<file path="config.mk">
export PLATFORM = sky130hd
export DESIGN_NAME = inst_fetch
export DESIGN_NICKNAME = d
export VERILOG_FILES = /design/src/rtl/inst_fetch.sv
export SDC_FILE = /design/constraint.sdc
export NUM_CORES = 1
export LEC_CHECK = 0
export ABC_AREA = 1
export CAP_MARGIN = 25
export CELL_PAD_IN_SITES_DETAIL_PLACEMENT = 1
export CELL_PAD_IN_SITES_GLOBAL_PLACEMENT = 1
export CORE_MARGIN = 3
export CORE_UTILIZATION = 33
export CTS_CLUSTER_SIZE = 40
export DETAILED_ROUTE_END_ITERATION = 8
export HOLD_SLACK_MARGIN = 0.1
export PLACE_DENSITY_LB_ADDON = 0.3
export SLEW_MARGIN = 20
export SYNTH_ARGS = -nofsm -noshare
export SYNTH_HDL_FRONTEND = slang
export SYNTH_SLANG_ARGS = --single-unit
</file>
<file path="constraint.sdc">
create_clock -name clk -period 1.2 [get_ports clk]
set_input_delay 0.36 -clock clk [delete_from_list [all_inputs] [get_ports clk]]
set_output_delay 0.36 -clock clk [all_outputs]
set_load 0.05 [all_outputs]
</file>
<file path="src/rtl/inst_fetch.sv">
// inst_fetch: fetch stage with one outstanding ibus request and a
// one-entry output register toward pre-decode.
package inst_fetch_pkg;
  typedef struct packed {
    logic        valid;
    logic [31:0] addr;
  } ibus_req_t;

  typedef struct packed {
    logic        addr_ok;
    logic        data_ok;
    logic [31:0] data;
  } ibus_resp_t;
endpackage

module inst_fetch
  import inst_fetch_pkg::*;
#(
  parameter logic [31:0] RESET_PC = 32'hBFC0_0000
) (
  input  logic        clk,
  input  logic        resetn,
  output ibus_req_t   ireq,
  input  ibus_resp_t  iresp,
  input  logic        stall,
  input  logic        redirect_valid,
  input  logic [31:0] redirect_pc,
  output logic        inst_valid,
  output logic [31:0] inst,
  output logic [31:0] inst_pc
);

  typedef enum logic {
    S_REQ  = 1'b0,
    S_WAIT = 1'b1
  } fsm_t;

  fsm_t        fsm;
  fsm_t        fsm_nx;
  logic [31:0] pc;
  logic [31:0] req_pc;
  logic        discard;
  logic        held;
  logic        consume;
  logic        fire;
  logic        resp;
  logic        load;

  assign held    = inst_valid && stall;
  assign consume = inst_valid && !stall;

  always_ff @(posedge clk or negedge resetn) begin
    if (!resetn) begin
      fsm <= S_REQ;
    end else begin
      fsm <= fsm_nx;
    end
  end

  always_comb begin
    fsm_nx = fsm;
    unique case (fsm)
      S_REQ:  if (fire) fsm_nx = S_WAIT;
      S_WAIT: if (iresp.data_ok) fsm_nx = S_REQ;
      default: fsm_nx = S_REQ;
    endcase
  end

  always_comb begin
    ireq       = '0;
    ireq.addr  = pc;
    resp       = 1'b0;
    unique case (1'b1)
      (fsm == S_REQ):  ireq.valid = !held;
      (fsm == S_WAIT): resp = iresp.data_ok;
      default: ;
    endcase
    fire = ireq.valid && iresp.addr_ok;
    load = resp && !discard && !redirect_valid;
  end

  always_ff @(posedge clk or negedge resetn) begin
    if (!resetn) begin
      pc      <= RESET_PC;
      req_pc  <= '0;
      discard <= 1'b0;
    end else begin
      if (redirect_valid) begin
        pc <= redirect_pc;
      end else if (fire) begin
        pc <= pc + 32'd4;
      end
      if (fire) begin
        req_pc <= pc;
      end
      // A redirect marks the request still on the bus as stale.
      if (resp) begin
        discard <= 1'b0;
      end else if (redirect_valid
                   && (fire || fsm == S_WAIT)) begin
        discard <= 1'b1;
      end
    end
  end

  always_ff @(posedge clk or negedge resetn) begin
    if (!resetn) begin
      inst_valid <= 1'b0;
      inst       <= '0;
      inst_pc    <= '0;
    end else begin
      if (redirect_valid) begin
        inst_valid <= 1'b0;
      end else if (load) begin
        inst_valid <= 1'b1;
        inst       <= iresp.data;
        inst_pc    <= req_pc;
      end else if (consume) begin
        inst_valid <= 1'b0;
      end
    end
  end

endmodule

</file>
[After elaboration in Yosys (flattened, before gate mapping)]
Index checks and enable logic that the tools add are counted.
W data, S select, Z words.
Storage, ports and cells
  latch bits: 0
  register bits after elaboration: 131
  logic and storage cells: 37
  output and inout bits: 98
  memory bits (read-only): 0
  bits in writable memories: 0
  memories kept: 0
Operators by class
  shift-type cells: 0
  eq/ne operators: 0
  multipliers: 0
  bitwise operators: 2
  divide/modulo/power cells: 0
  $lt $le $gt $ge: 0
  reductions and logical operators: 15
  $add $sub $neg: 1
  mux-type cells: 12
Operators with widths (count)
  $mux W32: 2
  $add A32 B3 Y32 const B: 1
  $mux W1: 9
  $logic_and A1 B1 Y1: 6
  $logic_not A1 Y1: 4
  $reduce_bool A2 Y1: 2
  $reduce_bool A3 Y1: 1
  $not A1 Y1: 2
  $pmux W1 S2: 1
  $reduce_and A2 Y1: 1
  $logic_or A1 B1 Y1: 1

[Depth between registers and ports, before layout]
  depth after elaboration: 8
  gate-level depth with buffers: 9

[Worst setup path after synthesis]
No wires, ideal clock.
  path type: register to output
  start point: register inst_valid
  end point: output ireq[32] (netlist bit)
  arrival: 1422 ps
  slack: -582 ps
  stages on the path, launching flop included: 2
  buffers on the path: 0
  cells stage by stage: dfrtp_1 > a21oi_1
RTL lines
  start, declared: RTL line 28  | output logic inst_valid,
  start signal, assigned: RTL line 108  | inst_valid <= 1'b0;
  start signal, assigned: RTL line 113  | inst_valid <= 1'b0;
  start signal, assigned: RTL line 115  | inst_valid <= 1'b1;
  end, declared: RTL line 23  | output ibus_req_t ireq,

[Worst setup path in the final report]
  start point: register pc[14]
  end point: register pc[31]
Between the ends
  word-level cells in the longest chain between the ends: 3
RTL lines
  start, declared: RTL line 40  | logic [31:0] pc;
  start signal, assigned: RTL line 89  | pc <= redirect_pc;
  start signal, assigned: RTL line 91  | pc <= pc + 32'd4;
  $add A32 B3 Y32: RTL line 91
  $mux W32: RTL line 90  | end else if (fire) begin
  $mux W32: RTL line 88  | if (redirect_valid) begin
Every way passes these cells. The select of a mux whose other input is x is not followed.
A chain may end at the register's enable or synchronous reset.

==> reports/metrics.yaml <==
outcome:
  outcome: "finished, violations left"
  violations: "setup timing"
placed_design:
  gp_congestion: 0.854
  place_area_mm2: 0.00974
  preCtsSetupSlack_ns: -0.641
  io_buffers: 167
  hpwl_um: 15600
yosys:
  yosysWarnings: 0
  synth_simple_gate_area_share_pct: 18.4
  synth_top_area_share_pct: 50.7
  synth_top_area_cell: "dfrtp_1"
  synth_fa_ha_area_share_pct: 0.208
  ys_seq_area_share_pct: 54.6
  synth_nets: 692
  synth_area_leaders: "dfrtp_1 (51%), nand2_1 (10%), mux2_2 (6.9%)"
  synth-compound-area-share_pct: 6.79
  synth-xor-area-share_pct: 0.727
  netlist_instances: 621
  syn_area_per_cell_um2: 9.70
  synth_mux_area_share_pct: 13.1
  ys_seq_elements: 131
  synth_top_family_by_area: "simple AND/OR/NAND/NOR gates"
  syn-cell-area_mm2: 0.00602
  yosysUniqueCellTypes: 29
timing:
  drv_slew: 0
  tightest_slew_ns: 0.344
  fin_crit_sh_pct: 153
  fin_skew_ns: 0.0171
  setup_ws_ns: -0.634
  fmax_ghz: 0.545
  rsz0062_at_grt: "yes"
  hold_viol_final: 0
  hold_ws_ns: 0.374
  slew-limit-headroom_pct: 76.9
  setup_violations: 227
  final.min_clock_period_ns: 1.83
floorplan:
  core-area_mm2: 0.0176
  start_util_pct: 34.2
  die_y_um: 141
  die_x_um: 141
  placementRows: 48
  design.portCount: 168
  dieArea_mm2: 0.0199
detailed_routing:
  viasPerCell: 5.62
  post_drt_wl_per_cell_um: 31.3
  routed_wirelength_um: 39800
  drtIter0Drc: 550
  ant_nets: 0
  num_vias: 7143
  drc_errors: 0
  drt_pass1_iterations: 5
clock_network:
  clock_latency_ns: 0.45
  cts_tree: "yes"
  clk_path_buf_depth: 2
  cts_htree_levels: 4
  cts_root_buf: "clkbuf_16"
  cts.sinks: 131
  cts_made_buffers: 17
  cts.clk_slew.worst_paths_ns: 0.07
grt:
  grt_pass1_vias: 7507
  antenna_found_initial: 0
  grt_pass1_wl_um: 47700
  grtUsageTotal_pct: 32.2
  grt.overflow.total: 0
  grt_max_degree: 35
worst_setup_path:
  crit_chain: "buf_4 > nand2_1 > nor2_1 > nand2_1 > nor2_4 > nand3_1 > nand3_2 > nand2_1"
  crit_type: "flop to flop"
  cp.arrival_ns: 2.19
  critPathLaunchType: "flop"
  required_ns: 1.56
  critical_path.max_stage_delay_ns: 0.45
  path_max_fanout: 5
  crit_slowest_cell: "dfrtp_2"
  cp-end-kind: "flop"
  cpMostUsedCell: "nand2_1"
power_and_ir_drop:
  p_leak_nw: 6.14
  total_power_mw: 30.6
  p_per_area_mw_per_mm2: 2390
  vdd_drop_max_mv: 1.88
layout:
  antenna_cells: 0
  drive_gt1_share_pct: 58.6
  final_area_mm2: 0.0128
  area_delta_synth_final_pct: 113
  nets: 1104
  finish.utilization_pct: 72.8
flow_run:
  drv_cap: 0
min_path:
  hold_path.class: "input pin to asynchronous set/reset pin"
[repair_timing]
action                                  4_1_cts  5_1_grt
gates cloned                                 13        3
resized for setup                           146      119
pin swaps                                    19       32
buffers inserted                             96       63
hold endpoints to repair                    118        0
endpoints found under the setup margin      225      226
hold buffers                                  1        0
[registers in the layout, summed over array words and instances, names as in the netlist]
signal / flops
inst_pc: 32
req_pc: 32
fsm: 1
pc: 32
discard: 1
inst_valid: 1
inst: 32
[path summary, 6_finish.rpt]
kind / from / to / slack [ns] / cells after the start
min in group clk: iresp[32] / fsm / 0.44 / 2
min: resetn / pc[5] / 0.37 / 2
min reg2reg: req_pc[21] / req_pc[21] / 0.54 / 2
max: pc[14] / pc[31] / -0.63 / 8
max reg2reg: pc[14] / pc[31] / -0.63 / 8
max in group asynchronous: resetn / pc[22] / 0.26 / 3
[kinds of logic after synthesis]
family / count (synthesis)
compound gates: 78
xor+xnor: 5
fa+ha+maj: 1
buf+inv: 84
flops: 131
mux: 62
simple gates: 260
[metrics by stage]
stage	TNS, ns	std cells
CTS	-53.58	1211
detailed placement	-72.43	1069
global placement	-68.57	1069
finish	-70.58	1271
floorplan	-11.00	621
global route	-75.57	1271
[cell type report]
cell class                      instances  area [um2]
Clock buffer                           23         478
Multi-Input combinational cell        407        3140
Tap cell                              225         282
Sequential cell                       131        3320
Fill cell                            1634        4780
Inverter                               63         280
Clock inverter                          9         128
Timing Repair inverter                  1        11.3
Timing Repair Buffer                  412        5180
[metal layers]
layer	up-vias	global-route usage, %	routed length [um]
met5	-	0	0
met3	175	6.78	2790
met1	3634	37.7	14600
met4	0	15.6	2410
met2	496	56.0	19900
li1	2838	-	-
[layout by cell type, fill, tap and decap left out, types with 20 or more instances in the layout]
| master | synthesis | layout |
|---|---|---|
| nand2_2 | 3 | 41 |
| clkdlybuf4s50_1 | 0 | 65 |
| buf_6 | 5 | 42 |
| buf_12 | 0 | 116 |
| dfrtp_2 | 0 | 25 |
| dfrtp_1 | 122 | 97 |
| o21ai_1 | 0 | 31 |
| mux2_4 | 25 | 62 |
| nor2_4 | 5 | 21 |
| clkbuf_16 | 0 | 20 |
| inv_1 | 60 | 54 |
| buf_4 | 0 | 165 |
| nand2_1 | 166 | 116 |
| nand3_1 | 44 | 23 |
[report_power, final]
| group | total, mW | internal (mW) | switching (mW) | leakage (nW) |
|---|---|---|---|---|
| clock network | 5.71 | 3.43 | 2.29 | 0.289 |
| logic | 17.1 | 8.74 | 8.31 | 4.28 |
| registers | 7.87 | 5.97 | 1.90 | 1.57 |
| total | 30.6 | 18.1 | 12.5 | 6.14 |
[cell usage after synthesis]
cell type  instances
a21oi_1            5
a31oi_1            1
and2_1             1
buf_2              9
buf_6              5
clkbuf_1           6
clkbuf_2           1
clkinv_1           2
dfrtp_1          122
dfstp_2            9
ha_1               1
inv_1             60
inv_4              1
mux2_2            37
mux2_4            25
nand2_1          166
nand2_2            3
nand2_4            1
nand3_1           44
nand3_4            1
nand4_1            1
nor2_1            35
nor2_2             3
nor2_4             5
o211ai_1           3
o21ai_0           65
o21bai_1           4
xnor2_1            1
xor2_1             4
[worst max-delay path, delay by kind of cell, from the launching register on]
kind                   cells  cell delay [ns]
DFF                        1             0.45
buffers and inverters      1             0.16
and+or+nand+nor            7             1.12
Power figures use the tool's default switching activity.
